[config.mk]
export PLATFORM = sky130hd
export DESIGN_NAME = blink_generator
export DESIGN_NICKNAME = d
export VERILOG_FILES = /design/src/rtl/blink_pkg.sv /design/src/rtl/blink_rate_decode.sv /design/src/rtl/dffr.sv /design/src/rtl/blink_generator.sv
export SDC_FILE = /design/constraint.sdc
export NUM_CORES = 1
export LEC_CHECK = 0
export ABC_CLOCK_PERIOD_IN_PS = 3300
export CORE_UTILIZATION = 52
export DETAILED_ROUTE_END_ITERATION = 16
export PLACE_DENSITY = 0.76
export SETUP_SLACK_MARGIN = 0.1
export SYNTH_ARGS = -nofsm -noshare
export SYNTH_HDL_FRONTEND = slang
export SYNTH_HIERARCHICAL = 1
export SYNTH_SLANG_ARGS = --single-unit
[constraint.sdc]
create_clock -name clk -period 3.3 [get_ports clk]
set_input_delay 0.66 -clock clk [delete_from_list [all_inputs] [get_ports clk]]
set_output_delay 0.66 -clock clk [all_outputs]
set_load 0.02 [all_outputs]
[src/rtl/blink_pkg.sv]
// Shared definitions for the LED blink path: one-hot rate codes, FSM state
// encodings and the rate legality check used by every consumer of the code.
package blink_pkg;

    localparam int RATE_W = 4;

    typedef logic [RATE_W-1:0] rate_t;

    localparam rate_t RATE_SLOW = 4'b0001;
    localparam rate_t RATE_MID  = 4'b0010;
    localparam rate_t RATE_FAST = 4'b0100;

    typedef enum logic [1:0] {
        ST_IDLE = 2'b00,
        ST_ON   = 2'b01,
        ST_OFF  = 2'b10
    } state_e;

    function automatic logic rate_legal(input rate_t rate);
        return (rate == RATE_SLOW) || (rate == RATE_MID) || (rate == RATE_FAST);
    endfunction

endpackage

[src/rtl/blink_rate_decode.sv]
// Maps a one-hot rate code to its legality and half-period in ticks.
// Illegal codes report the slow half-period so callers always get a bound.
module blink_rate_decode
    import blink_pkg::*;
#(
    parameter int BASE_HALF = 8,
    parameter int CNT_W     = 4
) (
    input  rate_t              rate_i,
    output logic               legal_o,
    output logic [CNT_W-1:0]   half_period_o
);

    localparam logic [CNT_W-1:0] HALF_SLOW = CNT_W'(BASE_HALF);
    localparam logic [CNT_W-1:0] HALF_MID  = CNT_W'(BASE_HALF / 2);
    localparam logic [CNT_W-1:0] HALF_FAST = CNT_W'(BASE_HALF / 4);

    always_comb begin
        legal_o = rate_legal(rate_i);
        case (rate_i)
            RATE_MID:  half_period_o = HALF_MID;
            RATE_FAST: half_period_o = HALF_FAST;
            default:   half_period_o = HALF_SLOW;
        endcase
    end

endmodule

[src/rtl/dffr.sv]
// Team flop: W-bit register with synchronous active-high reset to RST_VAL.
module dffr #(
    parameter int           W       = 1,
    parameter logic [W-1:0] RST_VAL = '0
) (
    input  logic         clk,
    input  logic         rst,
    input  logic [W-1:0] d,
    output logic [W-1:0] q
);

    // NOTE: non-blocking so every flop in the design samples pre-edge values.
    always_ff @(posedge clk) begin
        if (rst) begin
            q <= RST_VAL;
        end else begin
            q <= d;
        end
    end

endmodule

[src/rtl/blink_generator.sv]
// 50% duty LED blinker driven by a one-hot rate code and a slow tick.
// Rate changes are staged in pend_rate and take effect only at phase edges.
module blink_generator
    import blink_pkg::*;
#(
    parameter int BASE_HALF = 8,
    parameter int CNT_W     = 4
) (
    input  logic  clk,
    input  logic  rst,
    input  logic  tick,
    input  logic  enable,
    input  rate_t rate,
    output logic  led,
    output logic  blink_pulse,
    output logic  rate_err,
    output rate_t active_rate
);

    localparam logic [CNT_W-1:0] HALF_SLOW = CNT_W'(BASE_HALF);

    logic [1:0]       state_bits_q;
    state_e           state_q, state_d;
    logic [CNT_W-1:0] cnt_q, cnt_d;
    logic             led_q, led_d;
    logic             pulse_q, pulse_d;
    logic             err_q, err_d;
    rate_t            pend_q, pend_d;
    rate_t            active_q, active_d;

    logic             in_legal;
    logic [CNT_W-1:0] in_half;
    logic             act_legal;
    logic [CNT_W-1:0] act_half;
    logic [CNT_W-1:0] cnt_last;
    logic             phase_done;

    blink_rate_decode #(
        .BASE_HALF (BASE_HALF),
        .CNT_W     (CNT_W)
    ) u_in_decode (
        .rate_i        (rate),
        .legal_o       (in_legal),
        .half_period_o (in_half)
    );

    blink_rate_decode #(
        .BASE_HALF (BASE_HALF),
        .CNT_W     (CNT_W)
    ) u_act_decode (
        .rate_i        (active_q),
        .legal_o       (act_legal),
        .half_period_o (act_half)
    );

    // State register and datapath flops.
    dffr #(.W(2), .RST_VAL(ST_IDLE)) u_state_ff (
        .clk (clk), .rst (rst), .d (state_d), .q (state_bits_q)
    );
    dffr #(.W(CNT_W), .RST_VAL('0)) u_cnt_ff (
        .clk (clk), .rst (rst), .d (cnt_d), .q (cnt_q)
    );
    dffr #(.W(1), .RST_VAL(1'b0)) u_led_ff (
        .clk (clk), .rst (rst), .d (led_d), .q (led_q)
    );
    dffr #(.W(1), .RST_VAL(1'b0)) u_pulse_ff (
        .clk (clk), .rst (rst), .d (pulse_d), .q (pulse_q)
    );
    dffr #(.W(1), .RST_VAL(1'b0)) u_err_ff (
        .clk (clk), .rst (rst), .d (err_d), .q (err_q)
    );
    dffr #(.W(RATE_W), .RST_VAL(RATE_SLOW)) u_pend_ff (
        .clk (clk), .rst (rst), .d (pend_d), .q (pend_q)
    );
    dffr #(.W(RATE_W), .RST_VAL(RATE_SLOW)) u_active_ff (
        .clk (clk), .rst (rst), .d (active_d), .q (active_q)
    );

    assign state_q = state_e'(state_bits_q);

    // active_q is legal by construction; the fallback keeps the bound sane anyway.
    // Subtracting at CNT_W bits also covers BASE_HALF == 2**CNT_W.
    assign cnt_last   = (act_legal ? act_half : HALF_SLOW) - CNT_W'(1);
    assign phase_done = tick && (cnt_q == cnt_last);

    // Next-state logic for every register.
    always_comb begin
        // NOTE: defaults first so no path leaves a _d unassigned (no latch).
        state_d  = state_q;
        cnt_d    = cnt_q;
        led_d    = led_q;
        pulse_d  = 1'b0;
        active_d = active_q;
        pend_d   = in_legal ? rate : pend_q;
        err_d    = ~in_legal;

        if (!enable) begin
            state_d = ST_IDLE;
            cnt_d   = '0;
            led_d   = 1'b0;
        end else begin
            case (state_q)
                ST_IDLE: begin
                    state_d  = ST_ON;
                    cnt_d    = '0;
                    led_d    = 1'b1;
                    pulse_d  = 1'b1;
                    active_d = pend_q;
                end
                ST_ON: begin
                    if (phase_done) begin
                        state_d  = ST_OFF;
                        cnt_d    = '0;
                        led_d    = 1'b0;
                        active_d = pend_q;
                    end else if (tick) begin
                        cnt_d = cnt_q + CNT_W'(1);
                    end
                end
                ST_OFF: begin
                    if (phase_done) begin
                        state_d  = ST_ON;
                        cnt_d    = '0;
                        led_d    = 1'b1;
                        pulse_d  = 1'b1;
                        active_d = pend_q;
                    end else if (tick) begin
                        cnt_d = cnt_q + CNT_W'(1);
                    end
                end
                default: begin
                    state_d = ST_IDLE;
                    cnt_d   = '0;
                    led_d   = 1'b0;
                end
            endcase
        end
    end

    // Outputs come straight from flops so the LED pin never sees comb glitches.
    always_comb begin
        led         = led_q;
        blink_pulse = pulse_q;
        rate_err    = err_q;
        active_rate = active_q;
    end

endmodule

==> results.yml <==
route:
  via_per_inst: 5.34
  ant_nets: 0
  firstDrtPassIters: 4
  wirelength_um: 1970
  drt-wirelength-per-cell_um: 12.4
  vias: 849
  drc_errors: 0
  drt_iter0_markers: 20
grt:
  track_usage_pct: 18.3
  grt_pass1_wl_um: 2930
  antenna_found_initial: 0
  grt_remaining_overflow: 0
  grt_pass1_vias: 693
  grt_max_degree: 18
sta:
  worst_slew_margin_rel_pct: 51.1
  finalCritPeriodShare_pct: 86.5
  finalSetupTns_ps: 0
  finalSetupViolCount: 0
  slew_violations: 0
  worst_slack_ps: 446
  rsz0062_at_grt: "no"
  skew_ps: 2.46
  worst_pin_slew_ps: 731
  fmaxAchievable_mhz: 350
  holdWs_ps: 599
  finalCriticalPeriod_ps: 2850
  hold_violations: 0
outcome:
  status: "complete, no violations"
cells_and_area:
  diodes: 0
  nets: 147
  finalNonFillerCells: 159
  final_cell_area_mm2: 0.00129
  drive_gt1_share_pct: 16.7
  seq_area_um2: 340
  multiInputGateArea_um2: 714
  syn_to_final_growth_pct: 17.1
  n_fill_cell: 165
die:
  die_w_um: 48.1
  coreArea_mm2: 0.00198
  die_y_um: 48.1
  io_pins: 15
  rows: 16
  die_area_mm2: 0.00231
  initial_core_util_pct: 55.7
pwr:
  power_density_mw_per_mm2: 324
  vdd_drop_max_v: 0.000267
  power_leakage_uw: 0.000550
placement:
  place.gp.congestion: 0.782
  portBuffers: 14
  place_area_mm2: 0.00127
  placed_cells: 155
  pre_cts_ws_ps: 469
  place.detailed.hpwl_um: 1490
synth:
  ys_warn_count: 6
  syn_avg_cell_area_um2: 9.51
  netlist_area_mm2: 0.00110
  synth_cells: 116
  syn-num-nets: 130
clocking:
  cts_resized: 0
  hold_buffers: 0
  cts_sinks: 17
  cts_tree: "yes"
  cts_buffer_depth: 2
  path_clk_slew_ps: 100
  numCtsBuffers: 3
  post_cts_buffers: 0
  htreeDepth: 1
  root_buffer: "clkbuf_4"
  clk-insertion-delay-late_ps: 290
min_path:
  hold_class: "reg -> reg"
  worstHoldStart: "u_pend_ff/q[0]"
critical_path:
  reg2reg_slack_ps: 450
  arrival_ps: 3040
  reg2reg_to: "u_active_ff/q[0]"
  rr_worst_depth: 10
  worst_ep_required_time_ps: 3490
  reg2reg_from: "u_active_ff/q[2]"
  crit_end: "u_active_ff/q[0]"
  worstPathMaxFanout: 12
  critPathLaunch: "u_active_ff/q[2]"
  cp-start-kind: "register"
  end_kind: "register"
  crit_type: "reg -> reg"
job:
  drv_cap: 0
==> worst min path at each step <==
stage	to	slack (ps)	cells after the start
floorplan	u_pend_ff/q[0]	530	2
global placement	u_pend_ff/q[0]	560	2
detailed placement	u_pend_ff/q[0]	580	2
CTS	u_pend_ff/q[0]	600	2
global route	u_pend_ff/q[0]	630	2
finish	u_pend_ff/q[0]	600	2
==> metal layers <==
metal	vias to the layer above	wire [µm]	track usage (%)
met5	-	0	0
met4	0	22	6.67
met2	15	937	30.5
met1	392	956	23.3
met3	4	51	3.40
li1	438	-	-
==> layout make-up <==
type                    instances  share of cell area, %
well taps                      27                   2.61
inverters                       8                   2.32
repair buffers                 15                   11.4
clock buffers                   4                   2.03
multi-input cells              88                   55.3
flip-flops and latches         17                   26.3
==> cell usage in the layout (no fill, tap or decap), types with 2 or more instances in the layout <==
master,count
dfxtp_1,17
clkdlybuf4s50_1,14
inv_1,8
nor2b_1,8
xor2_1,6
nand2_1,6
ha_1,6
and2b_2,6
nor2_1,5
o211a_1,4
mux2_2,4
nand2b_1,3
xnor2_1,3
o21ai_1,3
a32o_1,3
clkbuf_4,3
nor2b_4,3
or3_1,2
nand4_1,2
a21oi_1,2
nor4b_1,2
o21ai_0,2
or2_1,2
==> stage by stage <==
stage          power [µW]  util (%)
4_1_cts               422      65.2
3_5_place_dp          310      63.9
2_1_floorplan         280         -
5_1_grt               442      65.2
6_report              419      65.2
3_3_place_gp          307      63.9
==> report_power, final <==
part           leakage [µW]  internal, µW  total (µW)  switching, µW
clock             0.0000150          47.0         113           66.3
combinational      0.000396          45.4        85.4           40.0
sequential         0.000139           213         220           7.46
==> sequential cells by signal, summed over array words and instances, names as in the netlist <==
| register | flops |
|---|---|
| u_active_ff/q | 4 |
| u_cnt_ff/q | 4 |
| u_err_ff/q | 1 |
| u_led_ff/q | 1 |
| u_pend_ff/q | 4 |
| u_pulse_ff/q | 1 |
| u_state_ff/q | 2 |
==> worst max-delay path: stages (launching register included) <==
cell	delay, ps
dfxtp_1	470
nor4b_1	600
nand2_1	130
ha_1	310
xor2_1	140
o211ai_1	110
nor4_2	230
buf_4	220
o21ai_1	110
a32o_1	230
or2_1	190
Power figures use the tool's default switching activity.
